$ cat src/rtl/gf2m_add_acc.sv
// gf2m_add_acc: digit-serial GF(2^m) adder/accumulator; result = a ^ b or acc ^ a, DIGIT bits per clock.
// Define GF_ADD_ZERO_FLAG_EN to add the registered is_zero_o result flag.
module gf2m_add_acc #(
  parameter int WIDTH = 256,
  parameter int DIGIT = 64
) (
  input  logic             clk_i,
  input  logic             reset_i,
  input  logic             start_i,
  input  logic             clear_i,
  input  logic             mode_i,
  input  logic [WIDTH-1:0] a_i,
  input  logic [WIDTH-1:0] b_i,
  output logic             busy_o,
  output logic             done_o,
  output logic [WIDTH-1:0] out_o
`ifdef GF_ADD_ZERO_FLAG_EN
  ,
  output logic             is_zero_o
`endif
);

  localparam int N     = WIDTH / DIGIT;
  localparam int CNT_W = (N > 1) ? $clog2(N) : 1;
  localparam logic [CNT_W-1:0] CNT_LAST = CNT_W'(N - 1);
  // Selects the low DIGIT bits; collapses to all ones when DIGIT == WIDTH.
  localparam logic [WIDTH-1:0] LOW_MASK = ~({WIDTH{1'b1}} << DIGIT);

  typedef enum logic [0:0] {
    ST_IDLE = 1'b0,
    ST_RUN  = 1'b1
  } state_t;

  state_t             state_q, state_d;
  logic [CNT_W-1:0]   cnt_q, cnt_d;
  logic [WIDTH-1:0]   w_q, w_d;
  logic [WIDTH-1:0]   s_q, s_d;
  logic [WIDTH-1:0]   acc_q, acc_d;
  logic [WIDTH-1:0]   out_q, out_d;
  logic               busy_q, busy_d;
  logic               done_q, done_d;

  logic [WIDTH-1:0]   w_xor_s;
  logic [WIDTH-1:0]   w_rot_s;
  logic               last_s;
  logic               start_go_s;

  // One digit per cycle: XOR the low digit, then rotate so the next digit lands at the bottom.
  assign w_xor_s    = w_q ^ (s_q & LOW_MASK);
  assign w_rot_s    = (w_xor_s >> DIGIT) | (w_xor_s << (WIDTH - DIGIT));
  assign last_s     = (state_q == ST_RUN) && (cnt_q == CNT_LAST);
  assign start_go_s = (state_q == ST_IDLE) && start_i && !clear_i;

  // Next-state and datapath control; clear dominates both start and completion.
  always_comb begin
    state_d = state_q;
    cnt_d   = cnt_q;
    w_d     = w_q;
    s_d     = s_q;
    acc_d   = acc_q;
    out_d   = out_q;
    busy_d  = busy_q;
    done_d  = 1'b0;
    if (clear_i) begin
      state_d = ST_IDLE;
      cnt_d   = {CNT_W{1'b0}};
      acc_d   = {WIDTH{1'b0}};
      busy_d  = 1'b0;
    end else begin
      case (state_q)
        ST_IDLE: begin
          if (start_i) begin
            w_d     = a_i;
            s_d     = mode_i ? acc_q : b_i;
            cnt_d   = {CNT_W{1'b0}};
            busy_d  = 1'b1;
            state_d = ST_RUN;
          end else begin
            state_d = ST_IDLE;
          end
        end
        ST_RUN: begin
          w_d = w_rot_s;
          s_d = s_q >> DIGIT;
          if (last_s) begin
            out_d   = w_rot_s;
            acc_d   = w_rot_s;
            done_d  = 1'b1;
            busy_d  = 1'b0;
            cnt_d   = {CNT_W{1'b0}};
            state_d = ST_IDLE;
          end else begin
            cnt_d = cnt_q + CNT_W'(1'b1);
          end
        end
        default: begin
          state_d = ST_IDLE;
          cnt_d   = {CNT_W{1'b0}};
          busy_d  = 1'b0;
        end
      endcase
    end
  end

  // State, datapath and output registers.
  always_ff @(posedge clk_i or posedge reset_i) begin
    if (reset_i) begin
      state_q <= ST_IDLE;
      cnt_q   <= {CNT_W{1'b0}};
      w_q     <= {WIDTH{1'b0}};
      s_q     <= {WIDTH{1'b0}};
      acc_q   <= {WIDTH{1'b0}};
      out_q   <= {WIDTH{1'b0}};
      busy_q  <= 1'b0;
      done_q  <= 1'b0;
    end else begin
      state_q <= state_d;
      cnt_q   <= cnt_d;
      w_q     <= w_d;
      s_q     <= s_d;
      acc_q   <= acc_d;
      out_q   <= out_d;
      busy_q  <= busy_d;
      done_q  <= done_d;
    end
  end

  assign busy_o = busy_q;
  assign done_o = done_q;
  assign out_o  = out_q;

`ifdef GF_ADD_ZERO_FLAG_EN
  logic nz_q, nz_d;
  logic zf_q, zf_d;
  logic digit_nz_s;

  assign digit_nz_s = |w_xor_s[DIGIT-1:0];

  // Sticky non-zero bit folded per digit so completion needs only a single OR.
  always_comb begin
    nz_d = nz_q;
    zf_d = zf_q;
    if (start_go_s) begin
      nz_d = 1'b0;
    end else if ((state_q == ST_RUN) && !clear_i) begin
      nz_d = nz_q | digit_nz_s;
      if (last_s) begin
        zf_d = ~(nz_q | digit_nz_s);
      end else begin
        zf_d = zf_q;
      end
    end else begin
      nz_d = nz_q;
    end
  end

  // Zero-flag registers; only reset clears the flag, it otherwise tracks out_o.
  always_ff @(posedge clk_i or posedge reset_i) begin
    if (reset_i) begin
      nz_q <= 1'b0;
      zf_q <= 1'b0;
    end else begin
      nz_q <= nz_d;
      zf_q <= zf_d;
    end
  end

  assign is_zero_o = zf_q;
`endif

endmodule

$ cat config.mk
export PLATFORM = sky130hd
export DESIGN_NAME = gf2m_add_acc
export DESIGN_NICKNAME = d
export VERILOG_FILES = /design/src/rtl/gf2m_add_acc.sv
export SDC_FILE = /design/constraint.sdc
export NUM_CORES = 2
export LEC_CHECK = 0
export ABC_CLOCK_PERIOD_IN_PS = 41900
export CORE_UTILIZATION = 44
export CTS_BUF_LIST = sky130_fd_sc_hd__clkbuf_2
export CTS_CLUSTER_SIZE = 16
export DETAILED_ROUTE_END_ITERATION = 8
export PLACE_DENSITY_LB_ADDON = 0.05
export SYNTH_ARGS = -nofsm -noshare
export SYNTH_HDL_FRONTEND = slang
export SYNTH_SLANG_ARGS = --single-unit
export TNS_END_PERCENT = 10
$ cat constraint.sdc
create_clock -name clk_i -period 41.9 [get_ports clk_i]
set_input_delay 8.38 -clock clk_i [delete_from_list [all_inputs] [get_ports clk_i]]
set_output_delay 8.38 -clock clk_i [all_outputs]
set_load 0.05 [all_outputs]
==> Word-level counts from Yosys, hierarchy flattened <==
Index checks and enable logic that the tools add are counted.
{ "classes": {"bitwise_logic": 4, "n_reduce_logical": 7, "mux": 23, "n_eq_ne": 4, "n_addsub": 1} }
{ "op_table": {"columns": ["operator", "n"], "rows": [
  ["2-to-1 mux 256 bit", 6],
  ["case mux 256 bit (2 select lines)", 2],
  ["OR 192 x 256 -> 256 bit", 1],
  ["XOR 256 x 64 -> 256 bit", 1],
  ["2-to-1 mux 1 bit", 9],
  ["2-to-1 mux 2 bit", 3],
  ["AND reduction 2 bit", 3],
  ["case mux 1 bit (2 select lines)", 2],
  ["case mux 2 bit (2 select lines)", 1],
  ["nonzero test 2 bit", 2],
  ["inequality test 3 x 2 -> 1 bit, second input constant", 1],
  ["inequality test 3 bit, second input constant", 1],
  ["AND reduction 3 bit", 1],
  ["adder 2 x 1 -> 2 bit, second input constant", 1],
  ["equality test 2 bit, second input constant", 1],
  ["inequality test 2 bit, second input constant", 1],
  ["NOT 1 bit", 2],
  ["logical AND 1 bit", 1]
]} }
{ "totals": {"word_cells": 47, "output_inout_bits": 258, "register_bits": 1029} }

==> Logic depth before layout (Yosys ltp) <==
{ "logic_depth": {"ltp_word": 5, "ltp_mapped": 7} }

==> Worst setup path after synthesis <==
OpenSTA, ideal clock, no wires.
{ "synth_timing": {"kind": "input -> register", "start": "input mode_i", "end": "register s_q[10]", "path_stages": 6, "path_slack_ns": 32.419, "arrival_time_ns": 9.349, "setup_ns": 0.132, "cell_sequence": "buf_2 -> buf_4 -> buf_2 -> mux2_2 -> mux2i_1 -> o21ai_1"} }
{ "synth_between": {"elab_chain_len": 3} }
{ "synth_rtl": {"columns": ["element", "line", "source"], "rows": [
  ["from (decl)", "11", "input logic mode_i,"],
  ["2-to-1 mux 256 bit", "74", "s_d = mode_i ? acc_q : b_i;"],
  ["2-to-1 mux 256 bit", "72", "if (start_i) begin"],
  ["case mux 256 bit (2 select lines)", "70", "case (state_q)"],
  ["to (signal assigned)", "111", "s_q <= {WIDTH{1'b0}};"],
  ["to (decl)", "37", "logic [WIDTH-1:0] s_q, s_d;"]
]} }
Every way passes these cells. The select of a mux whose other input is x is not followed.
A chain may end at the register's enable or synchronous reset.

==> reports/summary.txt <==
Pin count of the biggest net entering global routing -> 272
RSZ-0062 raised after global routing -> no
Most common cell after layout, fill and taps aside -> nand2_1
Fin Setup TNS -> 0 ns
Worst VDD drop -> 0.01768 mV
Clk buf depth -> 4
Reg-to-reg startpoint -> state_q
Outcome -> completed
Layout area overhead -> 24.38%
CP Launch Type -> input pin
Global-route wire length before repair -> 208,100 um
Kind of critical path -> in -> async
Switching Share -> 30.73%
Layout cells sized above 1 -> 12.55%
Iteration count of the initial detailed-routing pass -> 5
Drt first-iter violations -> 2,192
CTS Buf Count -> 295
Vias in the first global route -> 34,700
Min cycle time layout -> 11.81 ns
GP Congestion -> 0.8263
Commonest non-fill, non-tap cells in the layout -> nand2_1, dfrtp_1, clkdlybuf4s50_1
Port bufs -> 774
Clock-pin slew of the registers on the worst-case setup and hold paths -> 0.09 ns
Dpl hpwl -> 91,780 um
Core Util, Final -> 55.36%
Sequential Power Share -> 52.0%
Clock Root Buffer -> clkbuf_2
Reg2Reg Setup Slack -> 37.69 ns
Hold_buf cts -> 0
Highest Clock Rate -> 84.65 MHz
Final Cycle Share -> 28.19%
Synth top area share -> 57.69%
Clock power share -> 32.6%
Overall die width -> 320.5 um
Skew final -> 0.1027 ns
Clk_lat worst skew -> 1.50 ns
Cell taking the most area after synthesis -> dfrtp_1
Leading post-synthesis cells by cell area -> dfrtp_1, nand2_1, mux2i_1
Hold Fails Final Rpt -> 0
R2r worst-path depth -> 5
Syn nets -> 4,919
Routed len/inst -> 20.27 um
Die Span Y -> 320.5 um
Via Count -> 33,770
Core ar. -> 100,300 um^2
Max-cap viol count -> 0
Vias/cell -> 4.972
Worst reg2reg endpoint -> w_q[79]
Post-synthesis sequential area ratio -> 57.69%
Netlist Area Pre-Place -> 44,630 um^2
Post-CTS Resized -> 0
Starting Density -> 44.50%
Hold Crit Depth -> 2
Syn avg cell area -> 10.14 um^2
Antenna-violating nets left -> 0
P_int -> 0.001519 W
Die area -> 102,700 um^2
Register bit count reported by yosys -> 1,029
Arrival time at the worst endpoint -> 13.33 ns
Min-delay src -> w_q[201]
Post-Synthesis Cells -> 4,401
Pwr/cell area -> 39.50 nW/um^2
Post-CTS setup buffer count -> 0
GRT Residual Overflow -> 0
Data required, critical path -> 43.42 ns
Rows -> 116
Combinational Power Share -> 15.4%
Htree depth -> 5
LEAKAGE -> 28.26 nW
Post-route DRC -> 0
Sw power -> 0.0006739 W
Synth cell types -> 29
Final Max Tran Viols -> 0
Tightest Pin Transition -> 1.306 ns
Tot GR Track Use -> 26.76%
Synth warnings -> 0
I/O pin total -> 775
Hold/Removal Path Class -> reg -> reg
Initial antenna violation count -> 53
# clock sinks -> 1,029
Final nets -> 5,748
Hold Path End -> acc_q[137]
Max_slew headroom -> 12.93%
CTS tree -> done
Crit. End Element -> async pin
Total Wirelength -> 137,700 um
Crit path max fanout -> 105
Setup violators final -> 0
==> worst max path at each step <==
stage | from | endpoint | cells past startpoint
floorplan | reset_i | acc_q[0] | 1
global placement | reset_i | s_q[237] | 7
detailed placement | reset_i | out_o[174] | 7
CTS | reset_i | out_o[44] | 7
global route | reset_i | w_q[43] | 7
finish | reset_i | out_o[174] | 7
==> cell families (layout without fill, tap and decap cells) <==
kind of cell	Yosys count	after routing	share of synthesized area [%]
adder cells (fa/ha/maj)	1	1	0.02803
XOR/XNOR	64	64	1.256
buffers and inverters	286	1288	3.313
flip-flops	1029	1029	57.69
other	0	32	0
AO/OA/AOI/OAI	518	518	6.223
AND/OR/NAND/NOR	1799	1799	15.16
multiplexers	704	704	16.33
==> cell type report <==
type	count	area [um^2]
Fill cell	9333	44770
Sequential cell	1029	25750
Multi-Input combinational cell	3086	17410
Timing Repair Buffer	816	8118
Clock buffer	426	2132
Tap cell	1357	1698
Clock inverter	44	300.3
Antenna cell	32	80.08
Inverter	2	22.52
==> state kept, by name, summed over array words and instances, names as in the netlist <==
name	flops
done_o	1
out_o	256
state_q	1
cnt_q	2
w_q	256
s_q	256
acc_q	256
busy_o	1
==> worst max-delay path, cell delays in order <==
cell and delay, ns:
clkdlybuf4s50_1 0.49, inv_8 0.51, buf_4 0.69, buf_4 0.82, buf_4 0.77, buf_4 0.80
buf_4 0.68
==> synth_stat cells <==
master	n
a211oi_1	1
a21o_1	1
a21oi_1	2
a21oi_2	1
buf_1	7
buf_2	164
buf_4	18
buf_6	12
clkbuf_1	63
clkbuf_2	13
clkbuf_4	7
dfrtp_1	1029
ha_1	1
inv_1	1
inv_2	1
mux2_2	192
mux2i_1	512
nand2_1	1791
nand2b_1	2
nand3b_1	2
nor2_1	3
nor2b_1	1
o21ai_0	139
o21ai_1	308
o21bai_1	1
o21bai_4	1
o31ai_1	64
xnor2_1	1
xor2_1	63
==> per-stage QoR <==
| step | cells | power [W] | area (um^2) | hold WS, ns | setup WS, ns |
|---|---|---|---|---|---|
| floorplan | 4401 | 0.001362 | 44630 | 0.4404 | 4.562 |
| global placement | 6290 | 0.001496 | 53000 | 0.4512 | 28.30 |
| detailed placement | 6290 | 0.001502 | 53000 | 0.4568 | 28.32 |
| CTS | 6760 | 0.002226 | 55440 | 0.4671 | 30.02 |
| global route | 6791 | 0.002315 | 55510 | 0.4920 | 29.46 |
| finish | 6792 | 0.002193 | 55520 | 0.4551 | 30.09 |
==> power by group through the flow <==
stage                     Clock [W]  Sequential, W  Combinational (W)
after detailed placement          0        0.00116           0.000342
after CTS                  0.000742        0.00114           0.000343
after global placement            0        0.00116           0.000338
after floorplan                   0        0.00118           0.000186
final                      0.000715        0.00114           0.000337
after global routing       0.000792        0.00115           0.000371
==> layer usage <==
metal	global-route usage [%]	vias up	part of all wire [%]
met5	0	-	0.18
li1	-	16280	-
met1	33.01	16270	41
met2	43.22	894	49
met3	7.091	282	5.8
met4	13.60	38	3.6
Power figures use the tool's default switching activity.
